==> src/rtl/bank_rf_pkg.sv <==
// Shared types for the banked write-queued register file.
// Sweep/run state and ring-buffer index helper.
package bank_rf_pkg;

  typedef enum logic {
    RF_INIT = 1'b0,
    RF_RUN  = 1'b1
  } rf_state_e;

  function automatic int ring_idx(
    input int base,
    input int off,
    input int n
  );
    return (base + off) % n;
  endfunction

endpackage

==> src/rtl/bank_mpregfile_nr2w_wq_bank.sv <==
// One register bank: NR async read ports, one sync write port.
// FPGA build keeps one LUTRAM copy per group of three readers.
module bank_rf_bank #(
  parameter int WIDTH = 32,
  parameter int ROWS  = 16,
  parameter int NR    = 4,
  parameter int RW    = 4
) (
  input  logic                       clk,
  input  logic                       we_i,
  input  logic [RW-1:0]              wrow_i,
  input  logic [WIDTH-1:0]           wd_i,
  input  logic [NR-1:0][RW-1:0]      rrow_i,
  output logic [NR-1:0][WIDTH-1:0]   rd_o
);

`ifdef _FPGA
  localparam int NG = (NR + 2) / 3;

  for (genvar g = 0; g < NG; g++) begin : g_grp
    logic [WIDTH-1:0] mem_q [ROWS];

    always_ff @(posedge clk) begin
      if (we_i) mem_q[wrow_i] <= wd_i;
    end

    for (genvar p = 3 * g; (p < NR) && (p < 3 * g + 3); p++) begin : g_rd
      assign rd_o[p] = mem_q[rrow_i[p]];
    end
  end
`else
  logic [WIDTH-1:0] mem_q [ROWS];

  always_ff @(posedge clk) begin
    if (we_i) mem_q[wrow_i] <= wd_i;
  end

  for (genvar p = 0; p < NR; p++) begin : g_rd
    assign rd_o[p] = mem_q[rrow_i[p]];
  end
`endif

endmodule

==> src/rtl/bank_mpregfile_nr2w_wq.sv <==
// Banked NR-read / 2-write register file with a conflict write queue
// and a post-reset zero-fill sweep.
module bank_mpregfile_nr2w_wq
  import bank_rf_pkg::*;
#(
  parameter int WIDTH      = 32,
  parameter int DEPTH      = 32,
  parameter int NBANK      = 2,
  parameter int NR         = 4,
  parameter int WQ_DEPTH   = 2,
  parameter bit RESET_NEED = 1'b1,
  parameter bit ZERO_REG   = 1'b1,
  localparam int AW = $clog2(DEPTH),
  localparam int CW = $clog2(WQ_DEPTH + 1)
) (
  input  logic                      clk,
  input  logic                      rst_n,
  input  logic [NR-1:0][AW-1:0]     ra_i,
  output logic [NR-1:0][WIDTH-1:0]  rd_o,
  input  logic                      we0_i,
  input  logic [AW-1:0]             wa0_i,
  input  logic [WIDTH-1:0]          wd0_i,
  input  logic                      we1_i,
  input  logic [AW-1:0]             wa1_i,
  input  logic [WIDTH-1:0]          wd1_i,
  output logic                      wr_ready_o,
  output logic                      init_busy_o,
  output logic                      conflict_o,
  output logic [CW-1:0]             wq_cnt_o
);

  localparam int BW   = $clog2(NBANK);
  localparam int RW   = AW - BW;
  localparam int ROWS = DEPTH / NBANK;
  localparam int PW   = (WQ_DEPTH > 1) ? $clog2(WQ_DEPTH) : 1;

  typedef struct packed {
    logic [AW-1:0]    addr;
    logic [WIDTH-1:0] data;
  } wq_entry_t;

  function automatic logic [PW-1:0] slot(
    input logic [PW-1:0] base,
    input int            off
  );
    return PW'(ring_idx(int'(base), off, WQ_DEPTH));
  endfunction

  rf_state_e       state_q, state_d;
  logic [RW-1:0]   sweep_q, sweep_d;
  wq_entry_t       wq_q [WQ_DEPTH];
  logic [PW-1:0]   head_q, head_d;
  logic [PW-1:0]   tail_q, tail_d;
  logic [CW-1:0]   cnt_q, cnt_d;

  logic            run, sweeping;
  logic            pop, v0, v1, match0, match1;
  logic            dir0, dir1, push0, push1;
  logic [BW-1:0]   hb, b0, b1;
  wq_entry_t       head_e;

  logic                       bwe  [NBANK];
  logic [RW-1:0]              brow [NBANK];
  logic [WIDTH-1:0]           bwd  [NBANK];
  logic [NR-1:0][WIDTH-1:0]   brd  [NBANK];
  logic [NR-1:0][RW-1:0]      rrow;

  always_ff @(posedge clk) begin
    if (!rst_n) begin
      state_q <= RESET_NEED ? RF_INIT : RF_RUN;
      sweep_q <= '0;
    end else begin
      state_q <= state_d;
      sweep_q <= sweep_d;
    end
  end

  always_comb begin
    state_d = state_q;
    sweep_d = sweep_q;
    if (state_q == RF_INIT) begin
      sweep_d = sweep_q + 1'b1;
      if (sweep_q == RW'(ROWS - 1)) state_d = RF_RUN;
    end
  end

  always_comb begin
    run         = rst_n && (state_q == RF_RUN);
    sweeping    = rst_n && (state_q == RF_INIT);
    init_busy_o = rst_n ? (state_q == RF_INIT) : RESET_NEED;
    wr_ready_o  = run && ((WQ_DEPTH - int'(cnt_q)) >= 2);
  end

  assign head_e = wq_q[head_q];
  assign hb     = head_e.addr[BW-1:0];
  assign b0     = wa0_i[BW-1:0];
  assign b1     = wa1_i[BW-1:0];

  always_comb begin
    match0 = 1'b0;
    match1 = 1'b0;
    for (int i = 0; i < WQ_DEPTH; i++) begin
      if (i < int'(cnt_q)) begin
        if (wq_q[slot(head_q, i)].addr == wa0_i) match0 = 1'b1;
        if (wq_q[slot(head_q, i)].addr == wa1_i) match1 = 1'b1;
      end
    end
  end

  // Head owns its bank; port1 must queue behind a queued port0 to the same addr.
  always_comb begin
    pop   = run && (cnt_q != '0);
    v0    = we0_i && wr_ready_o && !(ZERO_REG && (wa0_i == '0));
    v1    = we1_i && wr_ready_o && !(ZERO_REG && (wa1_i == '0));
    dir0  = v0 && !(pop && (hb == b0)) && !match0;
    push0 = v0 && !dir0;
    dir1  = v1 && !(pop && (hb == b1)) && !(dir0 && (b0 == b1))
               && !match1 && !(push0 && (wa0_i == wa1_i));
    push1 = v1 && !dir1;
    conflict_o = push0 || push1;
    head_d = pop ? slot(head_q, 1) : head_q;
    tail_d = slot(tail_q, int'(push0) + int'(push1));
    cnt_d  = cnt_q - CW'(pop) + CW'(push0) + CW'(push1);
  end

  always_ff @(posedge clk) begin
    if (!rst_n) begin
      head_q <= '0;
      tail_q <= '0;
      cnt_q  <= '0;
    end else begin
      head_q <= head_d;
      tail_q <= tail_d;
      cnt_q  <= cnt_d;
    end
  end

  always_ff @(posedge clk) begin
    if (push0) wq_q[tail_q] <= '{addr: wa0_i, data: wd0_i};
    if (push1) wq_q[push0 ? slot(tail_q, 1) : tail_q] <= '{addr: wa1_i, data: wd1_i};
  end

  assign wq_cnt_o = cnt_q;

  always_comb begin
    for (int b = 0; b < NBANK; b++) begin
      bwe[b]  = 1'b0;
      brow[b] = '0;
      bwd[b]  = '0;
      unique case (1'b1)
        sweeping: begin
          bwe[b]  = 1'b1;
          brow[b] = sweep_q;
        end
        pop && (hb == BW'(b)): begin
          bwe[b]  = 1'b1;
          brow[b] = head_e.addr[AW-1:BW];
          bwd[b]  = head_e.data;
        end
        dir0 && (b0 == BW'(b)): begin
          bwe[b]  = 1'b1;
          brow[b] = wa0_i[AW-1:BW];
          bwd[b]  = wd0_i;
        end
        dir1 && (b1 == BW'(b)): begin
          bwe[b]  = 1'b1;
          brow[b] = wa1_i[AW-1:BW];
          bwd[b]  = wd1_i;
        end
        default: ;
      endcase
    end
  end

  for (genvar p = 0; p < NR; p++) begin : g_rrow
    assign rrow[p] = ra_i[p][AW-1:BW];
  end

  for (genvar g = 0; g < NBANK; g++) begin : g_bank
    bank_rf_bank #(
      .WIDTH (WIDTH),
      .ROWS  (ROWS),
      .NR    (NR),
      .RW    (RW)
    ) u_bank (
      .clk    (clk),
      .we_i   (bwe[g]),
      .wrow_i (brow[g]),
      .wd_i   (bwd[g]),
      .rrow_i (rrow),
      .rd_o   (brd[g])
    );
  end

  // Later queue slots are younger, so the last hit wins.
  always_comb begin
    for (int p = 0; p < NR; p++) begin
      rd_o[p] = brd[ra_i[p][BW-1:0]][p];
      for (int i = 0; i < WQ_DEPTH; i++) begin
        if ((i < int'(cnt_q)) && (wq_q[slot(head_q, i)].addr == ra_i[p]))
          rd_o[p] = wq_q[slot(head_q, i)].data;
      end
      if (ZERO_REG && (ra_i[p] == '0)) rd_o[p] = '0;
    end
  end

  a_wr_protocol: assert property (@(posedge clk) disable iff (!rst_n)
    !((we0_i || we1_i) && !wr_ready_o));

  a_wq_bound: assert property (@(posedge clk) disable iff (!rst_n)
    int'(cnt_q) <= WQ_DEPTH);

endmodule
==> config.mk <==
export PLATFORM = sky130hd
export DESIGN_NAME = bank_mpregfile_nr2w_wq
export DESIGN_NICKNAME = d
export VERILOG_FILES = /design/src/rtl/bank_rf_pkg.sv /design/src/rtl/bank_mpregfile_nr2w_wq_bank.sv /design/src/rtl/bank_mpregfile_nr2w_wq.sv
export SDC_FILE = /design/constraint.sdc
export NUM_CORES = 2
export LEC_CHECK = 0
export ABC_CLOCK_PERIOD_IN_PS = 11070
export CAP_MARGIN = 5
export CORE_MARGIN = 2
export CORE_UTILIZATION = 35
export CTS_CLUSTER_DIAMETER = 30
export DETAILED_ROUTE_END_ITERATION = 16
export PLACE_DENSITY = 0.52
export SYNTH_ARGS = -nofsm -noshare
export SYNTH_HDL_FRONTEND = slang
export SYNTH_SLANG_ARGS = --single-unit
export TNS_END_PERCENT = 30
==> constraint.sdc <==
create_clock -name clk -period 11.07 [get_ports clk]
set_input_delay 2.214 -clock clk [delete_from_list [all_inputs] [get_ports clk]]
set_output_delay 2.214 -clock clk [all_outputs]
set_load 0.01 [all_outputs]
# Word-level counts from Yosys, hierarchy flattened

Memory sizes are Yosys's and may differ from the RTL's. A register that Yosys moved wholly into a read port is not among the register bits.
Index checks and enable logic that the tools add are counted.

Flip-flop bits (word level): 9
Bits in writable memories: 1098
Bits of input ports: 98
Output and inout bits: 133
Word-level logic and storage cells: 159
Memories kept: 3

$add $sub $neg: 9
Order comparisons: 7
Eq/ne operators: 17
Multiplexer cells: 55
Bitwise logic cells: 8
Reduce and logical (&&, ||, !) cells: 55

Memories:

| memory                 | words | width | rd ports | clocked after memory_dff | write ports | RTL line                          | source |
|---|---|---|---|---|---|---|---|
| g_bank[0].u_bank.mem_q | 16    | 32    | 4        | 0                        | 1           | bank_mpregfile_nr2w_wq_bank.sv:32 | `logic [WIDTH-1:0] mem_q [ROWS];` |
| g_bank[1].u_bank.mem_q | 16    | 32    | 4        | 0                        | 1           | bank_mpregfile_nr2w_wq_bank.sv:32 |  |
| wq_q                   | 2     | 37    | 2        | 1                        | 1           | bank_mpregfile_nr2w_wq.sv:51      | `wq_entry_t wq_q [WQ_DEPTH];` |

Operator list:

| kind                                                      | count |
|---|---|
| 2-to-1 mux 32 bit                                         | 15 |
| 2-to-1 mux 128 bit                                        | 3 |
| 2-to-1 mux 96 bit                                         | 3 |
| 2-to-1 mux 64 bit                                         | 3 |
| case mux 32 bit (3 select lines)                          | 2 |
| == test 5 bit                                             | 13 |
| 2-to-1 mux 37 bit                                         | 1 |
| OR reduction 37 bit                                       | 1 |
| logical AND 1 bit                                         | 34 |
| case mux 4 bit (4 select lines)                           | 2 |
| logical NOT 5 bit                                         | 6 |
| 2-to-1 mux 1 bit                                          | 26 |
| logical NOT 1 bit                                         | 10 |
| >= comparator 2 bit, second input constant                | 4 |
| inverter 1 -> 2 bit                                       | 4 |
| OR reduction 4 bit                                        | 2 |
| adder 2 x 1 -> 2 bit                                      | 2 |
| adder 4 x 1 -> 4 bit, second input constant               | 1 |
| == test 4 bit, second input constant                      | 1 |
| less-than comparator 1 x 2 -> 1 bit, first input constant | 2 |
| inverter 1 bit                                            | 4 |
| == test 1 bit                                             | 3 |
| >= comparator 3 bit, second input constant                | 1 |
| subtractor 2 x 2 -> 3 bit, first input constant           | 1 |
| 5 further kinds                                           | 7 |

# Depth between registers and ports, before layout

Depth after elaboration: 18
Gate-level depth with buffers: 11
Gate-level depth less buffers: 8

# Modules after synthesis

A second synthesis with hierarchy kept.

Cells, all modules: 4390
Area total of the unflattened synthesis: 70815.4 sq um

Modules (own cells, without submodules):

| module                          | times used | cells each | area an instance (sq um) | seq. area each (sq um) |
|---|---|---|---|---|
| bank_rf_bank (g_bank[0].u_bank) | 1          | 1619       | 30327.8                  | 15374.7 |
| bank_rf_bank (g_bank[1].u_bank) | 1          | 1619       | 30326.6                  | 15374.7 |
| bank_mpregfile_nr2w_wq          | 1          | 1152       | 10161.0                  | 2422.3 |

# Worst setup path before layout

No wires, ideal clock.

Path type: input to register
From: input rst_n
To: memory wq_q[0][0] in the netlist's numbering (enable)
Library setup time: 0.527 ns
Arrival time: 6.518 ns
Data required time: 10.543 ns
Setup slack: 4.024 ns
Stages on the path: 4
Path buffers: 1
Cells stage by stage: nor4bb_1 -> clkbuf_2 -> o211ai_1 -> nor4_1

Word-level cells in the longest chain between the ends: 17
Elaborated cells between the ends (all ways): 33
Those cells by class: 7 x mux; 26 x reduce/logical

Ends and longest elaborated chain:

| what                                                          | RTL line                                                     | source |
|---|---|---|
| from (decl)                                                   | bank_mpregfile_nr2w_wq.sv:17                                 | `input logic rst_n,` |
| logical AND 1 bit (*)                                         | bank_mpregfile_nr2w_wq.sv:88                                 | `run = rst_n && (state_q == RF_RUN);` |
| logical AND 1 bit (*)                                         | bank_mpregfile_nr2w_wq.sv:91                                 | `wr_ready_o = run && ((WQ_DEPTH - int'(cnt_q)) >= 2);` |
| named net wr_ready_o                                          | bank_mpregfile_nr2w_wq.sv:26                                 | `output logic wr_ready_o,` |
| logical AND 1 bit (2 in a row)                                | bank_mpregfile_nr2w_wq.sv:113                                | `v0 = we0_i && wr_ready_o && !(ZERO_REG && (wa0_i == '0));` |
| logical AND 1 bit (2 in a row)                                | bank_mpregfile_nr2w_wq.sv:115                                | `dir0 = v0 && !(pop && (hb == b0)) && !match0;` |
| logical AND 1 bit / logical NOT 1 bit (equally long branches) | bank_mpregfile_nr2w_wq.sv:117, bank_mpregfile_nr2w_wq.sv:116 |  |
| logical NOT 1 bit / logical AND 1 bit (equally long branches) | bank_mpregfile_nr2w_wq.sv:117, bank_mpregfile_nr2w_wq.sv:116 |  |
| logical AND 1 bit (on tied branches)                          | bank_mpregfile_nr2w_wq.sv:117, bank_mpregfile_nr2w_wq.sv:118 |  |
| logical AND 1 bit / logical NOT 1 bit (equally long branches) | bank_mpregfile_nr2w_wq.sv:118                                | `&& !match1 && !(push0 && (wa0_i == wa1_i));` |
| logical AND 1 bit                                             | bank_mpregfile_nr2w_wq.sv:118                                |  |
| logical NOT 1 bit                                             | bank_mpregfile_nr2w_wq.sv:119                                | `push1 = v1 && !dir1;` |
| logical AND 1 bit                                             | bank_mpregfile_nr2w_wq.sv:119                                |  |
| 2-to-1 mux 1 bit (2 in a row)                                 | bank_mpregfile_nr2w_wq.sv:140                                | `if (push1) wq_q[push0 ? slot(tail_q, 1) : tail_q] <= '{addr: wa1_i, data: wd1_i};` |
| OR reduction 37 bit (no line)                                 | n/a                                                          |  |
| 2-to-1 mux 1 bit (no line)                                    | n/a                                                          |  |
| to (decl)                                                     | bank_mpregfile_nr2w_wq.sv:51                                 |  |

Mark *: on every way through the listed nets, which the timed path passes. The rest lies on a longest branch.

==> impl_metrics.json <==
{
  "status": "finished, final reports clean",
  "via_per_inst": 7.27,
  "fp.dieW_um": 457,
  "crit_path_end_kind": "output pin",
  "holdCritStartpoint": "sweep_q[1]$_SDFFE_PN0N_",
  "fin_tns_setup_ns": 0,
  "setup_viol": 0,
  "routed-via-count": 57900,
  "hold_depth": 2,
  "clk_latency_ns": 0.93,
  "pwr-share-seq": 0.325,
  "first_pass_iters": 7,
  "rows": 166,
  "synth_edf_count": 1098,
  "htreeDepth": 5,
  "area.growth.synth_to_final_pct": 20.8,
  "min_period_ns": 8.89,
  "gr-total-overflow": 0,
  "crit_path_start_kind": "input pin",
  "slew_viol_final": 0,
  "hpwl_mm": 227,
  "max_freq_mhz": 113,
  "required_ns": 8.86,
  "timing.final.hold_violations": 0,
  "cts_max_path_buffers": 4,
  "path_buf_inv": 3,
  "rsz0062_at_grt": "no",
  "holdPathEnd": "sweep_q[1]$_SDFFE_PN0N_",
  "final_common_cell": "edfxtp_1",
  "wl_per_cell_um": 45.4,
  "max_stage_delay_ns": 0.93,
  "path_class": "input pin to output pin",
  "power_frac_comb": 0.112,
  "ioPinCount": 231,
  "synth.area.top_cells": "edfxtp_1, mux4_2, mux2i_1",
  "rrSetupSlack_ns": 5.28,
  "ys_seq_area_frac": 0.463,
  "ys_ff_latch": 1108,
  "routed_wl_mm": 362,
  "grt_usage": 0.338,
  "cts-root-buf": "clkbuf_16",
  "ys_warn_count": 0,
  "dieArea_mm2": 0.208,
  "ant_nets": 0,
  "path_clk_slew_ns": 0.05,
  "tritoncts": "built",
  "layout.nets": 5163,
  "initial_core_util": 0.351,
  "intPower_mw": 10.6,
  "grt_pass1_vias": 55100,
  "power.switching_mw": 3.68,
  "synthFlopType": "edfxtp_1",
  "grt_max_degree": 107,
  "r2r_end": "g_bank[0].u_bank.mem_q[7][26]$_DFFE_PP_",
  "final_cell_mix": "edfxtp_1, mux4_2, mux2i_1, a22oi_1, clkbuf_16",
  "path_cells": "buf_8 > buf_4 > xor2_1 > and2_1 > a21oi_4 > nand4_1 > o211ai_1 > clkdlybuf4s50_1",
  "fillers": 18200,
  "worst-r2r-cell-count": 7,
  "hold_buffers": 0,
  "finalCritPeriodShare": 0.803,
  "port-buffer-count": 230,
  "drc": 0,
  "post_cts_buffers": 0,
  "fin_skew_ns": 0.0450,
  "postSynthCellCount": 4846,
  "sw_frac_of_total": 0.257,
  "synth_top_area_frac": 0.460,
  "syn_nets": 4947,
  "synth.avg_cell_area_um2": 14.8,
  "clock_sinks": 1108,
  "worst_pin_slew_ns": 1.47,
  "crit_slowest_cell": "a21oi_4",
  "place_inst": 7468,
  "yosys.area.top_type": "edfxtp_1",
  "yosysUniqueCellTypes": 70,
  "first_iter_violations": 10500,
  "p_leak_nw": 30.6,
  "maxSlewHeadroom": 0.0212,
  "synthArstFlopShare": 0,
  "antenna_found_initial": 15,
  "worstPathArrival_ns": 6.67,
  "place_congestion": 0.982,
  "p_clk_frac": 0.563,
  "cts_resized": 0,
  "timing.rr.start": "state_q$_SDFF_PN0_",
  "finalNonFillerCells": 7962,
  "cp_top_family": "buffers and inverters",
  "fp.dieH_um": 457,
  "grt_pass1_wl_mm": 482,
  "crit_fanout": 56,
  "core_area_mm2": 0.204,
  "layout-drive-gt1-share": 0.323,
  "hold_path_class": "register to register",
  "power_density_mw_per_mm2": 165,
  "cts_buffers": 280,
  "peakVddDrop_v": 0.000149,
  "drv_cap": 0,
  "synth_area_mm2": 0.0717
}
## cell type report
| class | count | area, µm² | area share |
|---|---|---|---|
| antenna | 9 | 22.5 | 0.000260 |
| clock buffer | 320 | 7370 | 0.0851 |
| clock inverter | 165 | 1780 | 0.0205 |
| inverter | 21 | 81.3 | 0.000939 |
| multi-input combinational | 3224 | 36800 | 0.425 |
| sequential | 1108 | 33200 | 0.383 |
| tap | 2688 | 3360 | 0.0389 |
| timing repair buffer | 427 | 3960 | 0.0457 |
## through the flow
stage	cell area (µm²)	setup slack (ns)	total power, mW	util	hold WS [ns]
5_1_grt	86500	2.27	14.6	0.424	0.630
2_1_floorplan	71700	4.02	5.55	-	0.532
6_report	86600	2.18	14.3	0.424	0.598
4_1_cts	86500	2.48	14.3	0.424	0.597
3_5_place_dp	77400	2.47	6.26	0.379	0.593
3_3_place_gp	77400	2.24	6.25	0.379	0.571
## synthesized netlist by cell type, types with 5 or more instances
| cell | number |
|---|---|
| edfxtp_1 | 1098 |
| mux4_2 | 788 |
| mux2i_1 | 608 |
| a22oi_1 | 323 |
| nand2_1 | 244 |
| clkbuf_1 | 234 |
| buf_2 | 174 |
| mux2_2 | 161 |
| nor2_1 | 121 |
| o21ai_0 | 107 |
| nand3_1 | 106 |
| o22ai_1 | 88 |
| buf_1 | 71 |
| a21oi_1 | 62 |
| a221o_1 | 60 |
| a32o_1 | 49 |
| nor3_1 | 45 |
| nand4_1 | 40 |
| xnor2_1 | 39 |
| o2111ai_1 | 32 |
| o211ai_1 | 32 |
| a31oi_1 | 31 |
| a211oi_1 | 30 |
| nor2b_1 | 27 |
| a221oi_1 | 26 |
| a22o_1 | 26 |
| and3_1 | 21 |
| nand2b_1 | 21 |
| inv_1 | 20 |
| and2_1 | 16 |
| buf_4 | 10 |
| dfxtp_1 | 10 |
| nor3b_1 | 9 |
| o22a_1 | 9 |
| a21boi_0 | 8 |
| a222oi_1 | 8 |
| xor2_1 | 8 |
| o221ai_1 | 7 |
| a2111oi_0 | 6 |
| nor4_1 | 6 |
| o2bb2ai_1 | 6 |
| and2_0 | 5 |
| and3b_1 | 5 |
| mux2i_2 | 5 |
## layer usage
layer  GRT usage  routed length (µm)
met4       0.204               26300
met5     0.00436                 206
met1       0.422              127000
met2       0.484              152000
met3       0.143               55800
## power groups by stage
stage	Combinational, mW	Clock, mW	Sequential (mW)
2_1_floorplan	0.836	0	4.71
3_3_place_gp	1.53	0	4.72
3_5_place_dp	1.53	0	4.72
4_1_cts	1.54	8.08	4.65
5_1_grt	1.60	8.31	4.65
6_report	1.61	8.07	4.65
## worst reg2reg max path, delay by kind of cell, from the launching register on
family / cells / cell delay, ns
and+or+nand+nor: 4 / 2.50
AOI/OAI and AO/OA: 2 / 1.57
buffers and inverters: 1 / 0.74
DFF: 1 / 0.55
## worst max path at each step
stage                     startpoint                    to  slack (ns)  cells after the start
after floorplan                rst_n  wq_q[0][0]$_DFFE_PP_        4.02                      4
after detailed placement     ra_i[2]               rd_o[9]        2.47                      8
after CTS                    ra_i[2]               rd_o[9]        2.48                      8
after global routing         ra_i[2]               rd_o[3]        2.27                      8
final                        ra_i[2]               rd_o[9]        2.18                      8
after global placement       ra_i[0]               rd_o[9]        2.24                      7
## kinds of logic (layout without fill, tap and decap cells)
family | count (synthesis) | count (layout) | synth area share
adders and majority gates | 3 | 3 | 0.000628
DFF | 1108 | 1108 | 0.463
xor gates and xnor gates | 47 | 47 | 0.00574
AOI/OAI and AO/OA | 918 | 918 | 0.0944
buffers and inverters | 514 | 933 | 0.0308
other | 1 | 10 | 0.0000523
and+or+nand+nor | 691 | 691 | 0.0462
muxes | 1564 | 1564 | 0.359
## flip-flops by register name, indices dropped and copies added (netlist names), named ones only
register,flops
wq_cnt_o,2
head_q,1
g_bank.u_bank.mem_q,1024
wq_q,74
state_q,1
sweep_q,4
tail_q,1
Power figures use the tool's default switching activity.
